File: config.mk
export PLATFORM = sky130hd
export DESIGN_NAME = i2s_transmitter_flat
export DESIGN_NICKNAME = d
export VERILOG_FILES = /design/src/rtl/i2s_transmitter_if.sv /design/src/rtl/i2s_transmitter.sv /design/src/flat_wrapper.sv
export SDC_FILE = /design/constraint.sdc
export NUM_CORES = 1
export LEC_CHECK = 0
export CAP_MARGIN = 25
export CORE_MARGIN = 4
export CORE_UTILIZATION = 64
export DETAILED_ROUTE_END_ITERATION = 8
export MAX_ROUTING_LAYER = met4
export PLACE_DENSITY = 0.86
export RECOVER_POWER = 50
export SLEW_MARGIN = 10
export SYNTH_ARGS = -nofsm -noshare
export SYNTH_HDL_FRONTEND = slang
export SYNTH_SLANG_ARGS = --single-unit
export TNS_END_PERCENT = 5
File: constraint.sdc
create_clock -name clk -period 4.9 [get_ports clk]
set_input_delay 0.98 -clock clk [delete_from_list [all_inputs] [get_ports clk]]
set_output_delay 0.98 -clock clk [all_outputs]
set_load 0.005 [all_outputs]
File: src/rtl/i2s_transmitter_if.sv
// Sample stream handshake between the tone source and the I2S serialiser.
// The master drives in_valid/in_data; the slave answers with in_ready.
interface i2s_transmitter_if #(
    parameter int SAMPLE_WIDTH = 24
);
    logic                    in_valid;
    logic                    in_ready;
    logic [SAMPLE_WIDTH-1:0] in_data;

    modport master (
        output in_valid,
        output in_data,
        input  in_ready
    );

    modport slave (
        input  in_valid,
        input  in_data,
        output in_ready
    );
endinterface

File: src/rtl/i2s_transmitter.sv
// Mono-to-stereo I2S serialiser with internal BCLK/LRCLK generation.
// A one-entry holding register prefetches the sample for the next frame.
module i2s_transmitter #(
    parameter int SAMPLE_WIDTH = 24,
    parameter int SLOT_WIDTH   = 32,
    parameter int BCLK_DIV     = 4
) (
    input  logic                clk,
    input  logic                reset_n,
    i2s_transmitter_if.slave    in_if,
    output logic                i2s_bclk,
    output logic                i2s_lrclk,
    output logic                i2s_sdata,
    output logic                underrun
);
    localparam int FRAME = 2 * SLOT_WIDTH;
    localparam int CW    = (FRAME > 1) ? $clog2(FRAME) : 1;
    localparam int DW    = (BCLK_DIV > 1) ? $clog2(BCLK_DIV) : 1;

    logic [DW-1:0]           div_cnt;
    logic [CW-1:0]           bit_cnt;
    logic [CW-1:0]           bit_next;
    logic [CW-1:0]           slot_pos;
    logic [SAMPLE_WIDTH-1:0] hold;
    logic                    hold_full;
    logic [SAMPLE_WIDTH-1:0] frame_sample;
    logic [SAMPLE_WIDTH-1:0] next_sample;
    logic [SAMPLE_WIDTH-1:0] shift_reg;
    logic                    div_wrap;
    logic                    fall;
    logic                    frame_start;
    logic                    slot_start;
    logic                    lr_next;
    logic                    transfer;

    assign in_if.in_ready = ~hold_full;
    assign transfer       = in_if.in_valid & ~hold_full;

    assign div_wrap = (div_cnt == DW'(BCLK_DIV - 1));
    assign fall     = div_wrap & i2s_bclk;

    // Next bit position, slot position and word-select level.
    always_comb begin
        bit_next = bit_cnt + CW'(1);
        if (bit_cnt == CW'(FRAME - 1))
            bit_next = '0;
        slot_pos = bit_next;
        if (bit_next >= CW'(SLOT_WIDTH))
            slot_pos = bit_next - CW'(SLOT_WIDTH);
        lr_next = (bit_next >= CW'(SLOT_WIDTH - 1))
                & (bit_next <= CW'(FRAME - 2));
    end

    assign frame_start = fall & (bit_next == '0);
    assign slot_start  = fall & (slot_pos == '0);

    // Sample for the frame: fetched from the hold register at frame start.
    always_comb begin
        next_sample = frame_sample;
        if (frame_start)
            next_sample = hold_full ? hold : '0;
    end

    // BCLK divider; toggles bclk on every divider wrap.
    always_ff @(posedge clk or negedge reset_n) begin
        if (!reset_n) begin
            div_cnt  <= '0;
            i2s_bclk <= 1'b0;
        end else if (div_wrap) begin
            div_cnt  <= '0;
            i2s_bclk <= ~i2s_bclk;
        end else begin
            div_cnt  <= div_cnt + DW'(1);
        end
    end

    // Bit counter, word select and serial data advance on BCLK falls.
    always_ff @(posedge clk or negedge reset_n) begin
        if (!reset_n) begin
            bit_cnt      <= CW'(FRAME - 1);
            i2s_lrclk    <= 1'b0;
            i2s_sdata    <= 1'b0;
            shift_reg    <= '0;
            frame_sample <= '0;
        end else if (fall) begin
            bit_cnt      <= bit_next;
            i2s_lrclk    <= lr_next;
            frame_sample <= next_sample;
            if (slot_start) begin
                i2s_sdata <= next_sample[SAMPLE_WIDTH-1];
                shift_reg <= next_sample << 1;
            end else begin
                i2s_sdata <= shift_reg[SAMPLE_WIDTH-1];
                shift_reg <= shift_reg << 1;
            end
        end
    end

    // Holding register: filled by the handshake, drained at frame start.
    always_ff @(posedge clk or negedge reset_n) begin
        if (!reset_n) begin
            hold      <= '0;
            hold_full <= 1'b0;
        end else if (transfer) begin
            hold      <= in_if.in_data;
            hold_full <= 1'b1;
        end else if (frame_start && hold_full) begin
            hold_full <= 1'b0;
        end
    end

    // Underrun flags a frame that starts with nothing to send.
    always_ff @(posedge clk or negedge reset_n) begin
        if (!reset_n)
            underrun <= 1'b0;
        else
            underrun <= frame_start & ~hold_full;
    end
endmodule

File: src/flat_wrapper.sv
// flat-port wrapper written by rule: the top's interface ports become plain ports
module i2s_transmitter_flat 
#(
    parameter int SAMPLE_WIDTH = 24,
    parameter int SLOT_WIDTH   = 32,
    parameter int BCLK_DIV     = 4
)
  (clk, reset_n, i2s_bclk, i2s_lrclk, i2s_sdata, underrun, in_if_in_valid, in_if_in_data, in_if_in_ready);
  i2s_transmitter_if #(.SAMPLE_WIDTH(SAMPLE_WIDTH)) in_if_i ();
  input  logic clk;
  input  logic reset_n;
  output logic i2s_bclk;
  output logic i2s_lrclk;
  output logic i2s_sdata;
  output logic underrun;
  input wire logic [$bits(in_if_i.in_valid)-1:0] in_if_in_valid;
  input wire logic [$bits(in_if_i.in_data)-1:0] in_if_in_data;
  output wire logic [$bits(in_if_i.in_ready)-1:0] in_if_in_ready;
  assign in_if_i.in_valid = in_if_in_valid;
  assign in_if_i.in_data = in_if_in_data;
  assign in_if_in_ready = in_if_i.in_ready;
  i2s_transmitter #(.SAMPLE_WIDTH(SAMPLE_WIDTH), .SLOT_WIDTH(SLOT_WIDTH), .BCLK_DIV(BCLK_DIV)) u_core (.clk(clk), .reset_n(reset_n), .in_if(in_if_i), .i2s_bclk(i2s_bclk), .i2s_lrclk(i2s_lrclk), .i2s_sdata(i2s_sdata), .underrun(underrun));
endmodule
==> metrics.md, run 1 <==
| Metric | Value |
|---|---|
| M3 GR Usage | 0.0353 |
| Starting density of the core | 0.665 |
| Core area | 0.00683 mm2 |
| Main area contributors after synthesis | dfrtp_1 (43%), mux2_2 (9.4%), a21oi_1 (5.6%), nand2_1 (4.7%), o32ai_1 (4.6%) |
| Startpoint kind of the worst setup timing path | flip-flop |
| Total iterations of the first detailed-routing run | 5 |
| Global routing met1 resource utilization | 0.372 |
| Wire length of the first global-routing pass | 17600 um |
| Number of cells traversed by the worst register-to-register path | 6 |
| Max IR drop VDD | 0.246 mV |
| Worst-path maximum fanout | 17 |
| Max-cap violation count | 0 |
| Cell area after synthesis | 0.00454 mm2 |
| Post-route DRC | 0 |
| Detailed-route vias per instance | 6.45 |
| Setup_tns | 0 ps |
| Number of cells traversed by the worst hold path | 1 |
| Worst max-slew margin expressed relative to the limit | 0.334 |
| CP Capture Type | flip-flop |
| Post-cts repair resize count | 0 |
| Number of different library cells in the post-synthesis netlist | 41 |
| Number of buffers inserted during clock tree synthesis | 9 |
| Remaining number of nets flagged by the antenna check after routing | 0 |
| Die width | 92.2 um |
| Number of synthesized register bits | 84 |
| GR peak layer | met2 |
| Shortest period the worst path allows | 2600 ps |
| Static leakage power | 2.29 nW |
| Required time at the endpoint of the critical path | 5130 ps |
| Transition time of the tightest slew-check pin | 996 ps |
| CTS HTree Levels | 3 |
| Clock Root Buffer | clkbuf_8 |
| Via total after detailed routing | 3629 |
| Setup repair after global routing missed its margin | no |
| Total number of yosys warnings | 0 |
| Half-perimeter wire length of the detailed placement result | 6270 um |
| Max Slew Vio Count | 0 |
| Worst setup path category | flip-flop to flip-flop |
| Initial antenna violation count | 0 |
| Avg Synthesized Cell Area | 10.1 um2 |
| Initial DRC count | 401 |
| Layout Skew | 11.1 ps |
| Fmax | 384 MHz |
| Die area | 0.00851 mm2 |
| Last weighted congestion value of the routability-driven placer | 0.792 |
| Sink count of the clock tree | 84 |
| Result of the run | completed |
| GRT Resource Usage Total | 0.267 |
| Mapped Cells | 451 |
| Clock slew seen by the registers of the worst setup and hold paths | 80 ps |
| Final cycle utilization of the critical path | 0.532 |
| Clock tree from TritonCTS | done |
| Largest net degree at the start of global routing | 85 |
| Avg WL per Cell | 18.6 um |
| Setup violations, final | 0 |
| Yosys top cell area share | 0.430 |
| Overflow after GRT | 0 |
| Fin. Hold Viols | 0 |
| Class of the tightest hold or removal check | flip-flop to flip-flop |
| Fraction of layout instances using a drive strength above 1 | 0.186 |
| Chip Height | 92.2 um |
| Critical path arrival | 2840 ps |
| Clk_lat worst skew | 360 ps |
| Hold Buf Count CTS | 0 |
| Port bufs | 31 |
| Total nets after synthesis | 483 |
| Inserted Diodes | 0 |
| NumNets Final | 495 |
| Vias in the first global route | 3576 |
| Total length of routed wires | 10500 um |
| Synth-to-layout area growth | 12.2% |
| Share of synthesized area occupied by flip-flops and latches | 0.464 |
| End-of-flow core utilization | 0.746 |
| Met2 track demand over resource in global routing | 0.403 |
| Post-synth top area cell | dfrtp_1 |
| I/O pin cnt | 32 |
| Clk buf depth | 2 |
| Power density cells | 259 mW/mm2 |
| Number of buffers inserted by post-CTS setup repair | 0 |
| Site Rows | 30 |
-- synth_stat cells (all sizes together) --
| library cell | number |
|---|---|
| dfrtp | 78 |
| nor3b | 1 |
| nor2 | 29 |
| o32ai | 24 |
| xor2 | 2 |
| a2bb2oi | 23 |
| or3 | 1 |
| and3 | 1 |
| buf | 18 |
| ha | 5 |
| a22o | 1 |
| nand2 | 57 |
| inv | 3 |
| o31a | 1 |
| a21o | 1 |
| dfstp | 6 |
| clkbuf | 23 |
| o21bai | 1 |
| mux2i | 1 |
| nor2b | 1 |
| o311ai | 1 |
| nand3 | 26 |
| and3b | 1 |
| xnor2 | 3 |
| a41o | 1 |
| or3b | 1 |
| and2 | 27 |
| a31oi | 3 |
| mux2 | 48 |
| nand4b | 2 |
| a21oi | 55 |
| o21ai | 4 |
| nand4 | 2 |
-- power by group --
| part | internal [mW] | switching [mW] | total (mW) |
|---|---|---|---|
| Sequential | 0.703 | 0.0103 | 0.713 |
| Clock | 0.285 | 0.256 | 0.541 |
| Combinational | 0.0374 | 0.0297 | 0.0672 |
-- routing by layer --
| metal | up-vias | share of wire |
|---|---|---|
| met5 | - | 0 |
| met4 | 0 | 0.015 |
| met3 | 17 | 0.066 |
| met2 | 165 | 0.47 |
| met1 | 1806 | 0.44 |
| li1 | 1641 | - |
-- critical path: stages (launching register included) --
cell,delay [ps]
dfstp_2,650
ha_1,430
xnor2_1,170
nand3_1,200
a21oi_4,450
buf_16,230
mux2_2,350
-- final timing paths --
| kind | start | end | slack (ps) |
|---|---|---|---|
| max | u_core.bit_cnt[0] | u_core.frame_sample[13] | 2300 |
| min | u_core.div_cnt[0] | u_core.div_cnt[0] | 440 |
| max reg2reg | u_core.bit_cnt[0] | u_core.frame_sample[13] | 2300 |
| min reg2reg | u_core.div_cnt[0] | u_core.div_cnt[0] | 440 |
| max in group asynchronous | reset_n | u_core.bit_cnt[4] | 3250 |
| min in group asynchronous | reset_n | u_core.shift_reg[18] | 740 |
-- layout make-up --
| type | instances | area [um2] |
|---|---|---|
| Tap cell | 96 | 120 |
| Sequential cell | 84 | 2110 |
| Fill cell | 459 | 1730 |
| Timing Repair Buffer | 42 | 442 |
| Inverter | 3 | 11.3 |
| Clock inverter | 6 | 90.1 |
| Clock buffer | 9 | 124 |
| Multi-Input combinational cell | 323 | 2200 |
-- cells by family after synthesis --
| kind of cell | count (synthesis) | share of synthesized area |
|---|---|---|
| flops | 84 | 0.464 |
| mux | 49 | 0.129 |
| fa+ha+maj | 5 | 0.0138 |
| xor+xnor | 5 | 0.00964 |
| buf+inv | 44 | 0.0515 |
| compound gates | 115 | 0.177 |
| simple gates | 149 | 0.154 |
-- stage by stage --
step / total power [mW] / instances / hold slack [ps] / setup slack, ps / instance area, um2
final: 1.32 / 563 / 440 / 2300 / 5100
after global routing: 1.37 / 563 / 463 / 2110 / 5100
after CTS: 1.32 / 559 / 445 / 2050 / 5020
after detailed placement: 0.791 / 544 / 433 / 1990 / 4800
after global placement: 0.787 / 544 / 413 / 2050 / 4800
after floorplan: 0.748 / 451 / 403 / 2730 / 4540
-- placed cells by master (no fill, tap or decap), drive strengths merged, types with 2 or more instances in the layout --
cell and n:
buf 11, dfrtp 78, dfstp 6, clkbuf 10, nand4b 2, inv 3, nor2 29, o32ai 24
and2 27, a31oi 3, xor2 2, mux2 48, ha 5, nand2 57, nand3 26, bufinv 2
clkdlybuf4s50 30, xnor2 3, o21ai 4, a21oi 55, a2bb2oi 23, nand4 2, clkinv 3
No activity file was read; power rests on OpenSTA's default activity.
==> run 2, diff against run 1 <==
--- a/config.mk
+++ b/config.mk
@@ -7,10 +7,10 @@
 export LEC_CHECK = 0
 export CAP_MARGIN = 25
 export CORE_MARGIN = 4
-export CORE_UTILIZATION = 64
+export CORE_UTILIZATION = 53
 export DETAILED_ROUTE_END_ITERATION = 8
 export MAX_ROUTING_LAYER = met4
-export PLACE_DENSITY = 0.86
+export PLACE_DENSITY = 0.76
 export RECOVER_POWER = 50
 export SLEW_MARGIN = 10
 export SYNTH_ARGS = -nofsm -noshare
==> constraint.sdc (replaced) <==
create_clock -name clk -period 2.36 [get_ports clk]
set_input_delay 0.472 -clock clk [delete_from_list [all_inputs] [get_ports clk]]
set_output_delay 0.472 -clock clk [all_outputs]
set_load 0.005 [all_outputs]
==> metrics.md, run 2 (synthesis gave the netlist of run 1 again) <==
| Metric | Value |
|---|---|
| Number of buffers inserted during clock tree synthesis | 9 |
| Fmax | 452 MHz |
| Worst max-slew margin expressed relative to the limit | 0.267 |
| Initial DRC count | 288 |
| Largest net degree at the start of global routing | 49 |
| CP Capture Type | flip-flop |
| Clk_lat worst skew | 350 ps |
| Result of the run | completed |
| Total iterations of the first detailed-routing run | 4 |
| I/O pin cnt | 32 |
| Layout Skew | 12.1 ps |
| Shortest period the worst path allows | 2210 ps |
| Wire length of the first global-routing pass | 17400 um |
| Final cycle utilization of the critical path | 0.938 |
| Most frequent standard cell in the layout excluding fill and tap cells | dfrtp_1 |
| Crit-path max cell delay | 630 ps |
| Starting density of the core | 0.550 |
| End-of-flow core utilization | 0.623 |
| Slowest stage cell on the critical path | dfstp_2 |
| Core area | 0.00826 mm2 |
| Half-perimeter wire length of the detailed placement result | 6600 um |
| Clock slew seen by the registers of the worst setup and hold paths | 90 ps |
| Placed instance count | 567 |
| Overflow after GRT | 0 |
| Non-filler cells in the finished layout | 583 |
| Die width | 101 um |
| Clock tree from TritonCTS | done |
| NumNets Final | 505 |
| Max-cap violation count | 0 |
| Remaining number of nets flagged by the antenna check after routing | 0 |
| Placed Area | 0.00496 mm2 |
| Worst-path maximum fanout | 26 |
| Detailed-route vias per instance | 6.02 |
| Setup_tns | 0 ps |
| Transition time of the tightest slew-check pin | 1100 ps |
| Max Slew Vio Count | 0 |
| Post-route DRC | 0 |
| Required time at the endpoint of the critical path | 2590 ps |
| Total length of routed wires | 10100 um |
| Crit-path cells | ha_2 -> xnor2_1 -> nand3_1 -> a21oi_4 -> buf_12 -> mux2_2 |
| Commonest cells after routing, fill and taps aside | dfrtp_1 (78), nand2_1 (57), a21oi_1 (51) |
| Vias in the first global route | 3499 |
| Final standard cell area without fillers | 0.00514 mm2 |
| Startpoint kind of the worst setup timing path | flip-flop |
| Initial antenna violation count | 0 |
| Synth-to-layout area growth | 13.3% |
| Last weighted congestion value of the routability-driven placer | 0.838 |
| Die area | 0.0101 mm2 |
| Number of buffers inserted by post-CTS setup repair | 0 |
| Sink count of the clock tree | 84 |
| Fin. Hold Viols | 0 |
| Port bufs | 31 |
| Total power of the final layout | 2.64 mW |
| Setup repair after global routing missed its margin | no |
| GRT Resource Usage Total | 0.221 |
| Site Rows | 33 |
| Power density cells | 513 mW/mm2 |
| Clock Root Buffer | clkbuf_8 |
| Critical path arrival | 2450 ps |
| Inserted Diodes | 0 |
| Via total after detailed routing | 3508 |
| Class of the tightest hold or removal check | input port to asynchronous set/reset pin |
| Max IR drop VDD | 0.367 mV |
| Avg WL per Cell | 17.3 um |
| CTS HTree Levels | 3 |
| Chip Height | 101 um |
| Fraction of layout instances using a drive strength above 1 | 0.199 |
| Clk buf depth | 2 |
| Worst setup path category | flip-flop to flip-flop |
| Static leakage power | 2.32 nW |
| Setup violations, final | 0 |
[run 2: timing repair]
| action | CTS | global route |
|---|---|---|
| gates resized for setup | 0 | 1 |
| endpoints found under the setup margin | 0 | 44 |
| hold buffers | 0 | 0 |
[run 2: layout make-up]
class / instances / area, um2
Clock buffer: 11 / 131
Clock inverter: 5 / 60.1
Fill cell: 705 / 3110
Inverter: 3 / 11.3
Multi-Input combinational cell: 323 / 2200
Sequential cell: 84 / 2110
Tap cell: 105 / 131
Timing Repair Buffer: 52 / 497
[run 2: critical path: cells and delay by family, from the launching register on]
kind / cells / cell delay, ps
xor+xnor: 1 / 150
fa+ha+maj: 1 / 340
mux: 1 / 360
buf+inv: 1 / 220
compound gates: 1 / 180
flops: 1 / 630
simple gates: 1 / 190
[run 2: metal layers]
metal	share of wire	global-route usage
met5	0	-
met1	0.47	0.314
met4	0.013	0.0798
met3	0.061	0.0215
met2	0.46	0.333
[run 2: worst paths after layout]
check                                  start                 endpoint  slack (ps)  cells past startpoint
min in group clk           u_core.div_cnt[0]        u_core.div_cnt[0]         430                      1
max reg2reg                u_core.bit_cnt[1]  u_core.frame_sample[13]         150                      6
min                                  reset_n  u_core.frame_sample[14]         260                      1
max in group asynchronous            reset_n  u_core.frame_sample[22]         580                      2
max                        u_core.bit_cnt[1]  u_core.frame_sample[13]         150                      6
min reg2reg                u_core.div_cnt[0]        u_core.div_cnt[0]         430                      1
[run 2: stage by stage]
stage / hold WS, ps / setup WS, ps
global route: 332 / 12.7
detailed placement: 421 / 42.5
finish: 259 / 146
CTS: 85.3 / 36.6
floorplan: 176 / 302
global placement: 416 / 102
[run 2: power by group]
part	internal [mW]	switching (mW)
logic	0.0741	0.0596
clock network	0.495	0.530
registers	1.46	0.0187
total	2.03	0.608
